===== src/rtl/ext_pkg.sv =====
`default_nettype none
// +--------------------------------------------------------------------------+
// | Module : ext_pkg                                                         |
// | Brief  : Op codes, state encoding and helpers shared by the extender.    |
// | Rev    : 1.0  initial release                                            |
// +--------------------------------------------------------------------------+
package ext_pkg;

    localparam logic [2:0] EXT_OP_ZERO = 3'd0;
    localparam logic [2:0] EXT_OP_SIGN = 3'd1;
    localparam logic [2:0] EXT_OP_LUI  = 3'd2;
    localparam logic [2:0] EXT_OP_LB   = 3'd3;
    localparam logic [2:0] EXT_OP_LBU  = 3'd4;
    localparam logic [2:0] EXT_OP_LH   = 3'd5;
    localparam logic [2:0] EXT_OP_LHU  = 3'd6;
    localparam logic [2:0] EXT_OP_RSVD = 3'd7;

    typedef enum logic [1:0] {
        ST_EMPTY = 2'd0,
        ST_ONE   = 2'd1,
        ST_FULL  = 2'd2
    } ext_state_e;

    function automatic logic op_is_half(input logic [2:0] op);
        return (op == EXT_OP_LH) || (op == EXT_OP_LHU);
    endfunction

endpackage
`default_nettype wire


===== src/rtl/ext_pipe_if.sv =====
`default_nettype none
// +--------------------------------------------------------------------------+
// | Module : ext_pipe_if                                                     |
// | Brief  : Request/result valid-ready bundle for the pipelined extender.   |
// | Rev    : 1.0  initial release                                            |
// +--------------------------------------------------------------------------+
interface ext_pipe_if #(
    parameter int OUT_W = 32
);
    localparam int OFF_W = $clog2(OUT_W / 8);

    logic             in_valid;
    logic             in_ready;
    logic [2:0]       in_op;
    logic [OUT_W-1:0] in_data;
    logic [OFF_W-1:0] in_off;
    logic             out_valid;
    logic             out_ready;
    logic [OUT_W-1:0] out_data;
    logic             out_err;

    modport master (
        output in_valid, in_op, in_data, in_off, out_ready,
        input  in_ready, out_valid, out_data, out_err
    );

    modport slave (
        input  in_valid, in_op, in_data, in_off, out_ready,
        output in_ready, out_valid, out_data, out_err
    );

endinterface
`default_nettype wire


===== src/rtl/ext_core.sv =====
`default_nettype none
// +--------------------------------------------------------------------------+
// | Module : ext_core                                                        |
// | Brief  : Combinational immediate / load-data extender.                   |
// |          EXT_PIPE_ERR_EN adds the err output (reserved op, odd LH/LHU).  |
// | Rev    : 1.0  initial release                                            |
// +--------------------------------------------------------------------------+
module ext_core
    import ext_pkg::*;
#(
    parameter  int OUT_W = 32,
    parameter  int IN_W  = 16,
    localparam int OFF_W = $clog2(OUT_W / 8)
) (
    input  wire logic [2:0]       op,
    input  wire logic [OUT_W-1:0] data,
    input  wire logic [OFF_W-1:0] off,
    output logic      [OUT_W-1:0] res
`ifdef EXT_PIPE_ERR_EN
    ,
    output logic                  err
`endif
);

    logic [IN_W-1:0]  w_imm;
    logic [OFF_W-1:0] w_hoff;
    logic [7:0]       w_byte;
    logic [15:0]      w_half;

    assign w_imm  = data[IN_W-1:0];
    // Halfword select ignores off[0], so misaligned requests read the aligned half.
    assign w_hoff = off & ~OFF_W'(1);
    assign w_byte = 8'(data >> {off, 3'b000});
    assign w_half = 16'(data >> {w_hoff, 3'b000});

    always_comb begin
        res = '0;
        case (op)
            EXT_OP_ZERO: res = {{(OUT_W-IN_W){1'b0}}, w_imm};
            EXT_OP_SIGN: res = {{(OUT_W-IN_W){w_imm[IN_W-1]}}, w_imm};
            EXT_OP_LUI:  res = {w_imm, {(OUT_W-IN_W){1'b0}}};
            EXT_OP_LB:   res = {{(OUT_W-8){w_byte[7]}}, w_byte};
            EXT_OP_LBU:  res = {{(OUT_W-8){1'b0}}, w_byte};
            EXT_OP_LH:   res = {{(OUT_W-16){w_half[15]}}, w_half};
            EXT_OP_LHU:  res = {{(OUT_W-16){1'b0}}, w_half};
            default:     res = '0;
        endcase
    end

`ifdef EXT_PIPE_ERR_EN
    assign err = (op == EXT_OP_RSVD) | (op_is_half(op) & off[0]);
`endif

endmodule
`default_nettype wire


===== src/rtl/ext_pipe.sv =====
`default_nettype none
// +--------------------------------------------------------------------------+
// | Module : ext_pipe                                                        |
// | Brief  : Registered extender with 2-entry skid buffer, valid/ready.      |
// |          EXT_PIPE_ERR_EN carries an error flag alongside each result.    |
// | Rev    : 1.0  initial release                                            |
// +--------------------------------------------------------------------------+
module ext_pipe
    import ext_pkg::*;
#(
    parameter int OUT_W = 32,
    parameter int IN_W  = 16
) (
    input  wire logic clk,
    input  wire logic rst_n,
    ext_pipe_if.slave bus
);

    ext_state_e       r_state;
    ext_state_e       w_state_nxt;
    logic [OUT_W-1:0] r_main_data;
    logic [OUT_W-1:0] r_skid_data;
    logic [OUT_W-1:0] w_core_data;
    logic             w_push;
    logic             w_pop;
    logic             w_load_main;
    logic             w_main_from_skid;
    logic             w_load_skid;

`ifdef EXT_PIPE_ERR_EN
    logic             w_core_err;
    logic             r_main_err;
    logic             r_skid_err;
`endif

    ext_core #(
        .OUT_W (OUT_W),
        .IN_W  (IN_W)
    ) u_core (
        .op    (bus.in_op),
        .data  (bus.in_data),
        .off   (bus.in_off),
        .res   (w_core_data)
`ifdef EXT_PIPE_ERR_EN
        ,
        .err   (w_core_err)
`endif
    );

    // in_ready decodes the state register only, keeping out_ready off the input path.
    assign bus.in_ready  = (r_state != ST_FULL);
    assign bus.out_valid = (r_state != ST_EMPTY);
    assign bus.out_data  = r_main_data;
    assign w_push        = bus.in_valid & bus.in_ready;
    assign w_pop         = bus.out_valid & bus.out_ready;

    always_ff @(posedge clk or negedge rst_n) begin
        if (!rst_n) begin
            r_state <= ST_EMPTY;
        end else begin
            r_state <= w_state_nxt;
        end
    end

    always_comb begin
        w_state_nxt      = r_state;
        w_load_main      = 1'b0;
        w_main_from_skid = 1'b0;
        w_load_skid      = 1'b0;
        case (r_state)
            ST_EMPTY: begin
                if (w_push) begin
                    w_state_nxt = ST_ONE;
                    w_load_main = 1'b1;
                end
            end
            ST_ONE: begin
                if (w_push && w_pop) begin
                    w_load_main = 1'b1;
                end else if (w_push) begin
                    w_state_nxt = ST_FULL;
                    w_load_skid = 1'b1;
                end else if (w_pop) begin
                    w_state_nxt = ST_EMPTY;
                end
            end
            ST_FULL: begin
                if (w_pop) begin
                    w_state_nxt      = ST_ONE;
                    w_main_from_skid = 1'b1;
                end
            end
            default: w_state_nxt = ST_EMPTY;
        endcase
    end

    always_ff @(posedge clk or negedge rst_n) begin
        if (!rst_n) begin
            r_main_data <= '0;
            r_skid_data <= '0;
        end else begin
            if (w_load_main) begin
                r_main_data <= w_core_data;
            end else if (w_main_from_skid) begin
                r_main_data <= r_skid_data;
            end
            if (w_load_skid) begin
                r_skid_data <= w_core_data;
            end
        end
    end

`ifdef EXT_PIPE_ERR_EN
    always_ff @(posedge clk or negedge rst_n) begin
        if (!rst_n) begin
            r_main_err <= 1'b0;
            r_skid_err <= 1'b0;
        end else begin
            if (w_load_main) begin
                r_main_err <= w_core_err;
            end else if (w_main_from_skid) begin
                r_main_err <= r_skid_err;
            end
            if (w_load_skid) begin
                r_skid_err <= w_core_err;
            end
        end
    end

    assign bus.out_err = r_main_err;
`else
    assign bus.out_err = 1'b0;
`endif

endmodule
`default_nettype wire

===== src/flat_wrapper.sv =====
// flat-port wrapper written by rule: the top's interface ports become plain ports
module ext_pipe_flat import ext_pkg::*;
#(
    parameter int OUT_W = 32,
    parameter int IN_W  = 16
)
  (clk, rst_n, bus_in_valid, bus_in_op, bus_in_data, bus_in_off, bus_out_ready, bus_in_ready, bus_out_valid, bus_out_data, bus_out_err);
  ext_pipe_if #(.OUT_W(OUT_W)) bus_i ();
  input  wire logic clk;
  input  wire logic rst_n;
  input wire logic [$bits(bus_i.in_valid)-1:0] bus_in_valid;
  input wire logic [$bits(bus_i.in_op)-1:0] bus_in_op;
  input wire logic [$bits(bus_i.in_data)-1:0] bus_in_data;
  input wire logic [$bits(bus_i.in_off)-1:0] bus_in_off;
  input wire logic [$bits(bus_i.out_ready)-1:0] bus_out_ready;
  output wire logic [$bits(bus_i.in_ready)-1:0] bus_in_ready;
  output wire logic [$bits(bus_i.out_valid)-1:0] bus_out_valid;
  output wire logic [$bits(bus_i.out_data)-1:0] bus_out_data;
  output wire logic [$bits(bus_i.out_err)-1:0] bus_out_err;
  assign bus_i.in_valid = bus_in_valid;
  assign bus_i.in_op = bus_in_op;
  assign bus_i.in_data = bus_in_data;
  assign bus_i.in_off = bus_in_off;
  assign bus_i.out_ready = bus_out_ready;
  assign bus_in_ready = bus_i.in_ready;
  assign bus_out_valid = bus_i.out_valid;
  assign bus_out_data = bus_i.out_data;
  assign bus_out_err = bus_i.out_err;
  ext_pipe #(.OUT_W(OUT_W), .IN_W(IN_W)) u_core (.clk(clk), .rst_n(rst_n), .bus(bus_i));
endmodule

===== config.mk =====
export PLATFORM = sky130hd
export DESIGN_NAME = ext_pipe_flat
export DESIGN_NICKNAME = d
export VERILOG_FILES = /design/src/rtl/ext_pkg.sv /design/src/rtl/ext_pipe_if.sv /design/src/rtl/ext_core.sv /design/src/rtl/ext_pipe.sv /design/src/flat_wrapper.sv
export SDC_FILE = /design/constraint.sdc
export NUM_CORES = 1
export LEC_CHECK = 0
export ABC_AREA = 0
export BUFFER_PORTS_ARGS = -buffer_cell sky130_fd_sc_hd__clkbuf_2
export CAP_MARGIN = 25
export CORE_ASPECT_RATIO = 0.75
export CORE_UTILIZATION = 56
export CTS_CLUSTER_DIAMETER = 50
export DETAILED_ROUTE_END_ITERATION = 6
export HOLD_SLACK_MARGIN = 0.12
export PLACE_DENSITY_LB_ADDON = 0.1
export SETUP_SLACK_MARGIN = 0.5
export SYNTH_ARGS = -nofsm -noshare
export SYNTH_HDL_FRONTEND = slang
export SYNTH_SLANG_ARGS = --single-unit

===== constraint.sdc =====
create_clock -name clk -period 3.9 [get_ports clk]
set_input_delay 0.78 -clock clk [delete_from_list [all_inputs] [get_ports clk]]
set_output_delay 0.78 -clock clk [all_outputs]
set_load 0.05 [all_outputs]

==> metrics.txt, run 1 <==
fill count 493; area grow syn2layout 15.88%; Primary FF master, synth dfrtp_1; Comb pwr share a little over a third; CP max FO 19; Avg Cell Area, Syn about 9.6 um^2; multi-input logic area about 1800 um^2; net switching power roughly 1.0 mW; worst-margin pin slew 0.9486 ns; switch share between 40% and 50%; EDFF count, synth 0; Tcrit/Tclk final between 60 and 70%; commonest non-fill, non-tap cells in the layout clkbuf_2 (73), dfrtp_1 (66), nand2_1 (53); post-synthesis cell count around 370; Seq/Total Area, Yosys 46.07%; CTS tree done; Detail Route Antenna Nets 0; Clock Sinks 66; Core Box Area around 6000 um^2; worst reg2reg endpoint u_core.bus.out_data[3]; placed cell count ~500; global-route met2 utilization 45.01%; first-pass iteration count of the detailed router 5; Post-CTS Setup Bufs 0; Synth top area share a little under half; initial antenna violation count 0; commonest non-fill, non-tap cell in the layout clkbuf_2; Req. time, crit path about 4.1 ns; # IOs 76; Power Density between 600 and 700 nW/um^2; Critical Path End Type flip-flop; Clk pwr share roughly a quarter; vias between 3000 and 4000; H-tree Lvls 3; std cell rows 24; clock transition time at the flip-flop clock pins of the worst setup and hold paths roughly 0.07 ns; clk buf depth 2; Max VDD drop between 0.0003 and 0.0004 V; CP Capture Point u_core.r_skid_data[31]; Slew HR 36.42%; total clock buffers created by CTS 9; worst-case clock skew 0.005824 ns; Max Slew Vio Count 0; # nets final approximately 480; fmax a little over 400 MHz; Die H ~71 um; RR Startpoint u_core.r_state[0]; CP max stage delay around 0.64 ns; Critical Path Start Type primary input; fraction of layout cells with a size suffix above 1 ~30%; pin count of the biggest net entering global routing 51; slowest CP cell mux4_2; storage element area between 1500 and 2000 um^2; vias in the first global route a little over 3000; Seq pwr share about 40%; clock latency on the worst-skew pair between 0.3 and 0.4 ns; Crit Path Category in2reg; fin crit period around 2.4 ns; wire per inst approximately 18 um; cts hold-fix bufs 0; DR DRC count 0; Reg2Reg Setup Slack 1.78 ns; most area-hungry cell type in the Yosys netlist dfrtp_1; Worst Path Buf+Inv 1; detailed-placement wirelength estimate between 6000 and 7000 um; Final setup viols 0; GR Layer Usage met1 approximately 43%; drt first-iter violations around 250; GPL Wtd Cong around 0.9; die span in x ~94 um; grt ovf 0; leakage approximately 1.9 nW; DRT Wirelength around 9000 um; Hold/Removal Path Class in2async; Post-Syn Area 3585 um^2; CP Data Arrival Time approximately 2.6 ns; Initial Util 59.69%; synthesis warning total 0; GRT Util Overall ~30%; Levels on crit path 5; Int Pwr ~1.5 mW; first-pass GRT wire length around 15000 um; busiest grt layer met2; CP top delay family simple AND/OR/NAND/NOR gates; Cell variety after synth 46; r2r worst-path depth 4; Syn Nets just over 400; Gates resized, CTS repair 0; Synth Register Bits 66; CP startpoint bus_in_off[1]; Root Driver clkbuf_8; top cells by area, synth dfrtp_1 (46%), mux2_2 (7.2%), a21oi_1 (6.0%), nand2_1 (5.5%), a32oi_1 (3.9%); DR vias/cell between 6 and 7; Synth async-reset ratio 100.0%; Final Hold Vio Count 0; Fin Setup TNS 0 ns; met3 usage under 10%; hold_ws about 0.44 ns; Max Cap Viol 0; status complete, no violations; worst-path cell chain clkbuf_2 -> mux4_2 -> and2_4 -> nor4_1 -> o21ai_0; final std cells w/o fill 517; number of I/O port buffers 74; Ant. Diodes 0; unrepaired setup endpoints after global routing no; die area 6729 um^2
==> layout make-up <==
type | count | area share (%)
clock buffer | 9 | 2.982
clock inverter | 6 | 1.988
inverter | 5 | 0.4518
multi-input combinational | 274 | 42.65
sequential | 66 | 39.76
tap | 78 | 2.349
timing repair buffer | 79 | 9.819
==> flip-flops by register name (all words and copies together), names as in the netlist <==
name	cells
u_core.bus.out_data	32
u_core.r_skid_data	32
u_core.r_state	2
==> worst min-delay path by stage <==
stage                                      start  slack, ns  cells past startpoint                endpoint
after floorplan            u_core.r_skid_data[7]       0.44                      2   u_core.r_skid_data[7]
after global placement    u_core.r_skid_data[10]       0.46                      2  u_core.r_skid_data[10]
after detailed placement   u_core.r_skid_data[7]       0.47                      2   u_core.r_skid_data[7]
after CTS                                  rst_n       0.44                      1  u_core.bus.out_data[7]
after global routing                       rst_n       0.47                      1  u_core.bus.out_data[9]
final                                      rst_n       0.44                      1  u_core.bus.out_data[7]
==> per-layer routing <==
metal / vias up / routed length, um
met3: 14 / 591
met5: - / 0
met4: 0 / 130
li1: 1503 / -
met2: 147 / 4161
met1: 1587 / 4340
==> through the flow <==
step	setup slack (ns)	total power [mW]	instance area [um^2]	util (%)
finish	1.465	2.591	4154	69.17
global route	1.400	2.734	4154	69.17
CTS	1.542	2.599	4154	69.17
detailed placement	1.176	1.993	3948	65.73
global placement	1.205	1.966	3948	65.73
floorplan	1.763	1.754	3585	-
==> synth_stat cells (2+ instances only) <==
| cell type | n |
|---|---|
| dfrtp_1 | 66 |
| nand2_1 | 53 |
| a21oi_1 | 43 |
| nor2_1 | 29 |
| o21ai_0 | 25 |
| mux2_2 | 23 |
| a32oi_1 | 16 |
| a221oi_1 | 14 |
| clkbuf_1 | 14 |
| a22oi_1 | 13 |
| mux2i_1 | 9 |
| nor2b_1 | 9 |
| buf_2 | 6 |
| o2bb2ai_1 | 6 |
| inv_1 | 4 |
| nand2b_1 | 4 |
| a31oi_1 | 3 |
| buf_1 | 2 |
| buf_4 | 2 |
| buf_6 | 2 |
| nor2_8 | 2 |
| nor3b_1 | 2 |
| o31ai_1 | 2 |
==> cell families after synthesis <==
| group | synth area share [%] |
|---|---|
| other | 0.1046 |
| buffers and inverters | 4.502 |
| AND/OR/NAND/NOR | 14.94 |
| AO/OA/AOI/OAI | 24.01 |
| flip-flops | 46.07 |
| multiplexers | 10.37 |
==> power groups by stage <==
stage	Clock [mW]	Sequential [mW]	Combinational, mW
after floorplan	0	1.36	0.390
after global placement	0	1.04	0.930
after detailed placement	0	1.05	0.947
after CTS	0.616	1.03	0.950
after global routing	0.646	1.06	1.02
final	0.606	1.04	0.949
No activity file was read; power rests on OpenSTA's default activity.
==> run 2: changes to the inputs <==
--- a/config.mk
+++ b/config.mk
@@ -5,11 +5,11 @@
 export SDC_FILE = /design/constraint.sdc
 export NUM_CORES = 1
 export LEC_CHECK = 0
-export ABC_AREA = 0
+export ABC_AREA = 1
 export BUFFER_PORTS_ARGS = -buffer_cell sky130_fd_sc_hd__clkbuf_2
 export CAP_MARGIN = 25
 export CORE_ASPECT_RATIO = 0.75
-export CORE_UTILIZATION = 56
+export CORE_UTILIZATION = 50
 export CTS_CLUSTER_DIAMETER = 50
 export DETAILED_ROUTE_END_ITERATION = 6
 export HOLD_SLACK_MARGIN = 0.12
==> constraint.sdc (replaced) <==
create_clock -name clk -period 2 [get_ports clk]
set_input_delay 0.4 -clock clk [delete_from_list [all_inputs] [get_ports clk]]
set_output_delay 0.4 -clock clk [all_outputs]
set_load 0.05 [all_outputs]
==> run 2 against run 1 <==
Effect of this change: die area up 23%; clock-buffer cell count up 3; synthesized cell count up 55%; register-to-register slack worse by 1.2 ns; cell count up 45%; non-clock buffer count up 11; routed wire length up 15%; final area up 13%; utilization down 6.6 points; setup slack worse by 0.95 ns; sequential power up 82%; critical path depth down 2; critical endpoint is now bus_out_valid; largest power group is now combinational logic; highest routed layer unchanged.
==> metrics.txt, run 2 <==
Post-CTS Setup Bufs 0; hold_ws 0.2646 ns; fmax roughly 670 MHz; commonest non-fill, non-tap cells in the layout nand2_1 (196), inv_1 (72), clkbuf_2 (71); placed cell count ~740; total clock buffers created by CTS 9; Core Box Area between 7000 and 8000 um^2; DRT Wirelength roughly 11000 um; final std cells w/o fill 752; Cell variety after synth 26; Max VDD drop 0.0005728 V; worst-path cell chain inv_1 -> nand2_1 -> buf_4; Crit Path Category reg2out; clock latency on the worst-skew pair about 0.34 ns; Avg Cell Area, Syn a little under 7 um^2; die area a little over 8000 um^2; Critical Path End Type output port; post-synthesis cell count 576; Die H 79.12 um; fin crit period 1.484 ns; synthesis warning total 0; Initial Util between 50 and 60%; first-pass iteration count of the detailed router 4; Final Total Pwr around 5.0 mW; drt first-iter violations between 200 and 300; commonest non-fill, non-tap cell in the layout nand2_1; DR DRC count 0; # nets final slightly below 700; Synth async-reset ratio between 90% and 100%; Post-Syn Area approximately 4000 um^2; Synth Register Bits 66; worst-margin pin slew about 0.54 ns; detailed-placement wirelength estimate 7577 um; Comb pwr share 38.6%; net switching power 2.086 mW; most area-hungry cell type in the Yosys netlist dfrtp_1; initial antenna violation count 0; Hold/Removal Path Class in2reg; Fin Setup TNS 0 ns; Clk pwr share roughly a quarter; die span in x ~100 um; pin count of the biggest net entering global routing between 60 and 70; clock transition time at the flip-flop clock pins of the worst setup and hold paths 0.07 ns; first-pass GRT wire length around 18000 um; CP max FO 5; std cell rows 27; number of I/O port buffers 74; Seq/Total Area, Yosys 41.65%; Clock Sinks 66; final setup margin about 0.52 ns; slowest CP cell dfrtp_2; grt ovf 0; Primary FF master, synth dfrtp_1; count leader, synth nand2_1; Synth top area share 41.65%; unrepaired setup endpoints after global routing yes; Critical Path Start Type flip-flop; GPL Wtd Cong about 0.95; CTS tree done; Placed Area roughly 4400 um^2; Ant. Diodes 0; Hold Path Depth 2; Worst Path Buf+Inv 2; Seq pwr share between 30% and 40%; r2r worst-path depth 6; GRT Util Overall between 20% and 30%; CP Data Arrival Time 1.08 ns; status complete, no violations; worst-case clock skew slightly below 0.005 ns; Post-Place Setup Slack between 0.3 and 0.4 ns; CP max stage delay roughly 0.45 ns; Root Driver clkbuf_8; vias between 3000 and 4000; Final Hold Vio Count 0; Slew HR around 64%; synth cell count leaders nand2_1 (196), inv_1 (72), dfrtp_1 (66), nand3_1 (66), nor2_1 (52); Final setup viols 0; top cells by area, synth dfrtp_1 (42%), nand2_1 (19%), nand3_1 (8.3%), inv_1 (6.8%), nor2_1 (4.9%); leakage between 2 and 3 nW; Int Pwr 2.908 mW; H-tree Lvls 3; Power Density roughly 1100 nW/um^2; Syn Nets slightly above 600; Levels on crit path 3; Max Cap Viol 0; vias in the first global route between 3000 and 4000; Req. time, crit path between 1.5 and 2 ns; switch share 41.77%; DR vias/cell ~5.2; Max Slew Vio Count 0; wire per inst 14.05 um; area grow syn2layout 18.37%; Final Util a little over three fifths; Detail Route Antenna Nets 0; # IOs 76; final instance area approximately 4700 um^2; EDFF count, synth 0; CP top delay family flip-flops; fraction of layout cells with a size suffix above 1 a little over a fifth; clk buf depth 2; Tcrit/Tclk final 74.19%
## run 2: final cells by class
cell class              instances  area (um^2)
clock buffers                  12        155.1
clock inverters                 4        50.05
repair buffers                 90        575.6
flip-flops and latches         66         1653
inverters                      83        314.1
fillers                       730         2806
well taps                     101        126.4
multi-input cells             396         1819
## run 2: routing by layer
metal / wire length (um) / track usage (%) / part of all wire, % / up-vias
li1: - / - / - / 1942
met4: 71 / 6.761 / 0.67 / 0
met5: 0 / 0 / 0 / -
met1: 5114 / 39.70 / 48 / 1837
met2: 4688 / 42.91 / 44 / 137
met3: 694 / 4.269 / 6.6 / 9
## run 2: repair_timing
| item | 4_1_cts | 5_1_grt |
|---|---|---|
| endpoints found under the hold margin | 66 | 0 |
| endpoints found under the setup margin | 16 | 21 |
| pin swaps | 0 | 0 |
| hold buffers | 1 | 0 |
| gates resized for setup | 5 | 6 |
## run 2: path summary, 6_finish.rpt
kind	start	end	slack (ns)
min in group asynchronous	rst_n	u_core.r_skid_data[13]	0.61
setup reg to reg	u_core.r_state[1]	u_core.r_skid_data[31]	0.61
hold / removal	bus_in_valid	u_core.r_state[0]	0.26
hold reg to reg	u_core.r_skid_data[2]	u_core.r_skid_data[2]	0.48
setup / recovery	u_core.r_state[1]	bus_out_valid	0.52
max in group asynchronous	rst_n	u_core.r_skid_data[3]	1.09
## run 2: power groups by stage
stage	Sequential (mW)	Combinational [mW]	Clock, mW
5_1_grt	1.93	2.11	1.24
3_3_place_gp	1.90	1.89	0
3_5_place_dp	1.91	1.91	0
2_1_floorplan	2.49	0.838	0
4_1_cts	1.89	1.93	1.20
6_report	1.89	1.93	1.17
## run 2: kinds of logic after synthesis
family | count (synthesis) | share of synthesized area, %
buffers and inverters | 114 | 12.46
other | 1 | 0.09458
flip-flops | 66 | 41.65
AO/OA/AOI/OAI | 55 | 9.309
AND/OR/NAND/NOR | 340 | 36.48
==> run 3: changes to the inputs <==
--- a/config.mk
+++ b/config.mk
@@ -5,11 +5,11 @@
 export SDC_FILE = /design/constraint.sdc
 export NUM_CORES = 1
 export LEC_CHECK = 0
-export ABC_AREA = 1
+export ABC_AREA = 0
 export BUFFER_PORTS_ARGS = -buffer_cell sky130_fd_sc_hd__clkbuf_2
 export CAP_MARGIN = 25
 export CORE_ASPECT_RATIO = 0.75
-export CORE_UTILIZATION = 50
+export CORE_UTILIZATION = 55
 export CTS_CLUSTER_DIAMETER = 50
 export DETAILED_ROUTE_END_ITERATION = 6
 export HOLD_SLACK_MARGIN = 0.12
==> constraint.sdc (replaced) <==
create_clock -name clk -period 1.45 [get_ports clk]
set_input_delay 0.29 -clock clk [delete_from_list [all_inputs] [get_ports clk]]
set_output_delay 0.29 -clock clk [all_outputs]
set_load 0.05 [all_outputs]
==> run 3 against run 2 <==
Effect of this change: the run now fails in global routing (5_1_grt); area after synthesis shrank 9.6%; synthesized cell count shrank 35%.
==> metrics.txt, run 3 <==
status did not finish; Stop stage global routing (5_1_grt); error msg [ERROR DPL-0038] Utilization greater than 100%, impossible to legalize; detailed-placement wirelength estimate approximately 7400 um; Die H slightly above 70 um; top cells by area, synth dfrtp_1 (46%), mux2_2 (7.2%), a21oi_1 (6.0%), nand2_1 (5.5%), a32oi_1 (3.9%); Post-Syn Area ~3600 um^2; EDFF count, synth 0; Primary FF master, synth dfrtp_1; Root Driver clkbuf_8; Clock Sinks 66; Synth top area share 46.07%; most area-hungry cell type in the Yosys netlist dfrtp_1; Synth Register Bits 66; post-synthesis cell count between 300 and 400; Avg Cell Area, Syn 9.636 um^2; std cell rows 25; Synth async-reset ratio 100.0%; count leader, synth dfrtp_1; Worst EP kind register data pin; synth cell count leaders dfrtp_1 (66), nand2_1 (53), a21oi_1 (43); die span in x 95.22 um; GPL Wtd Cong between 0.9 and 1; H-tree Lvls 3; Cell variety after synth between 40 and 50; Placed Area ~4500 um^2; # IOs 76; Syn Nets about 410; clk buf depth 2; Initial Util 57.01%; Seq/Total Area, Yosys a little under half; number of I/O port buffers 74; post-GRT worst EP u_core.r_skid_data[1]$_DFFE_PN0P_/D; synthesis warning total 0; pin count of the biggest net entering global routing 57; total clock buffers created by CTS 9
## run 3: cell families after synthesis
family,count (synthesis),synth area share (%)
compound gates,130,24.01
simple gates,110,14.94
flops,66,46.07
mux,33,10.37
buf+inv,32,4.502
other cells,1,0.1046
## run 3: through the flow
stage | std cells | util, % | worst slack (ns)
detailed placement | 551 | 71.60 | -0.4791
CTS | 607 | 91.84 | -0.1415
floorplan | 372 | - | -0.1700
global placement | 550 | 71.42 | -0.4762
## run 3: what timing repair did
action,in CTS
cloned,9
pin swaps,24
hold endpoints to repair,10
endpoints found under the setup margin,100
buffers inserted,29
resized for setup,132
hold buffers,2
==> run 4: changes to the inputs <==
--- a/config.mk
+++ b/config.mk
@@ -8,13 +8,9 @@
 export ABC_AREA = 0
 export BUFFER_PORTS_ARGS = -buffer_cell sky130_fd_sc_hd__clkbuf_2
 export CAP_MARGIN = 25
-export CORE_ASPECT_RATIO = 0.75
-export CORE_UTILIZATION = 55
-export CTS_CLUSTER_DIAMETER = 50
+export CORE_UTILIZATION = 40
 export DETAILED_ROUTE_END_ITERATION = 6
-export HOLD_SLACK_MARGIN = 0.12
-export PLACE_DENSITY_LB_ADDON = 0.1
-export SETUP_SLACK_MARGIN = 0.5
+export PLACE_DENSITY_LB_ADDON = 0.15
 export SYNTH_ARGS = -nofsm -noshare
 export SYNTH_HDL_FRONTEND = slang
 export SYNTH_SLANG_ARGS = --single-unit
==> run 4 against run 3 <==
Effect of this change: the flow now finishes, with violations (negative setup slack).
==> metrics.txt, run 4 (synthesis results as in run 1) <==
worst reg2reg endpoint u_core.bus.out_data[26]; met3 usage 5.202%; net switching power between 3 and 4 mW; Root Driver clkbuf_8; final instance area about 5200 um^2; Max Slew Vio Count 0; H-tree Lvls 3; Crit Path Category reg2out; Final Util around three fifths; Ant. Diodes 0; RR Startpoint u_core.r_state[0]; area grow syn2layout 44.19%; vias 3385; Fin Setup TNS -0.1901 ns; CP max FO 4; DR DRC count 0; hold_sp bus_out_ready; clock transition time at the flip-flop clock pins of the worst setup and hold paths 0.07 ns; Hold/Removal Path Class in2reg; Max VDD drop around 0.00065 V; fmax ~660 MHz; worst hold endpoint u_core.r_state[1]; unrepaired setup endpoints after global routing yes; Critical Path Start Type flip-flop; Req. time, crit path ~1.2 ns; DR vias/cell about 5.6; switch share 40.26%; die span in x 96.67 um; clock latency on the worst-skew pair around 0.35 ns; Int Pwr about 4.5 mW; Final setup viols 6; die area 9344 um^2; Power Density between 1000 and 1500 nW/um^2; Final Hold Vio Count 0; placed cell count 574; Slew HR between 40% and 50%; fraction of layout cells with a size suffix above 1 a little under half; Hold Path Depth 2; wire per inst 18.58 um; final std cells w/o fill just over 600; clk buf depth 2; Clk pwr share 23.0%; worst-margin pin slew just over 0.8 ns; global-route met2 utilization 38.73%; GR Layer Usage met1 33.52%; initial antenna violation count 0; number of I/O port buffers 74; final setup margin -0.07645 ns; DRT Wirelength about 11000 um; CTS tree done; worst-case clock skew between 0.006 and 0.007 ns; drt first-iter violations 181; status complete, but fails checks; GRT Util Overall approximately a quarter; busiest grt layer met2; first-pass GRT wire length 17730 um; # IOs 76; grt ovf 0; Die H 96.67 um; Core Box Area about 8700 um^2; commonest non-fill, non-tap cells in the layout clkbuf_2 (69), dfrtp_1 (65), nand2_1 (52); Critical Path End Type output port; Initial Util between 40% and 50%; Placed Area 4506 um^2; violated checks negative setup slack; std cell rows 34; hold_ws 0.1665 ns; first-pass iteration count of the detailed router 5; fin crit period around 1.5 ns; commonest non-fill, non-tap cell in the layout clkbuf_2; # nets final between 500 and 600; leakage between 2 and 2.5 nW; GPL Wtd Cong between 0.8 and 0.9; r2r worst-path depth 7; CP Data Arrival Time 1.24 ns; Seq pwr share between 30% and 40%; Detail Route Antenna Nets 0; vias in the first global route ~3400; Reg2Reg Setup Slack -0.02 ns; Comb pwr share between 40 and 50%; Clock Sinks 66; total clock buffers created by CTS 9; pin count of the biggest net entering global routing 67; Max Cap Viol 0; Tcrit/Tclk final 105.3%; detailed-placement wirelength estimate approximately 7400 um
## run 4: timing repair
action | CTS | global route
setup buffers | 2 | 11
hold buffers | 1 | 0
hold endpoints to repair | 66 | 0
endpoints found under the setup margin | 55 | 65
cloned | 1 | 2
pin swaps | 5 | 15
gates resized for setup | 25 | 35
## run 4: worst max path at each step
stage                            from                      end  slack [ns]  cells past startpoint
CTS                 u_core.r_state[0]            bus_out_valid       -0.06                      2
finish              u_core.r_state[0]            bus_out_valid       -0.08                      2
global placement        bus_in_off[1]  u_core.bus.out_data[18]       -0.56                      6
global route        u_core.r_state[0]             bus_in_ready       -0.13                      3
detailed placement      bus_in_off[1]   u_core.r_skid_data[13]       -0.53                      6
floorplan               bus_in_off[1]   u_core.r_skid_data[23]       -0.17                      6
## run 4: layout make-up
cell class                 instances  area, um^2
tap                              108       135.1
timing repair buffer             134        1064
sequential                        66        1653
fill                             797        3510
inverter                           5       18.77
clock inverter                     5       78.83
multi-input combinational        276        2082
clock buffer                      10       137.6
## run 4: metal layers
metal | wire (um) | vias to the layer above
li1 | - | 1615
met1 | 5109 | 1691
met2 | 5552 | 68
met3 | 439 | 11
met4 | 121 | 0
met5 | 0 | -
## run 4: stage by stage
step / power [mW] / setup slack (ns)
global placement: 5.533 / -0.5631
floorplan: 4.771 / -0.1705
detailed placement: 5.601 / -0.5311
global route: 8.033 / -0.1271
CTS: 7.463 / -0.06484
finish: 7.615 / -0.07645
## run 4: worst max-delay path, cell delays in order (launching register included)
cell	delay, ns
dfrtp_1	0.43
or2_4	0.28
clkbuf_16	0.17
## run 4: power groups by stage
| stage | clock [mW] | sequential, mW | combinational, mW |
|---|---|---|---|
| after CTS | 1.79 | 2.79 | 2.89 |
| final | 1.75 | 2.80 | 3.07 |
| after floorplan | 0 | 3.67 | 1.10 |
| after global routing | 1.87 | 2.87 | 3.29 |
| after global placement | 0 | 2.80 | 2.74 |
| after detailed placement | 0 | 2.82 | 2.78 |
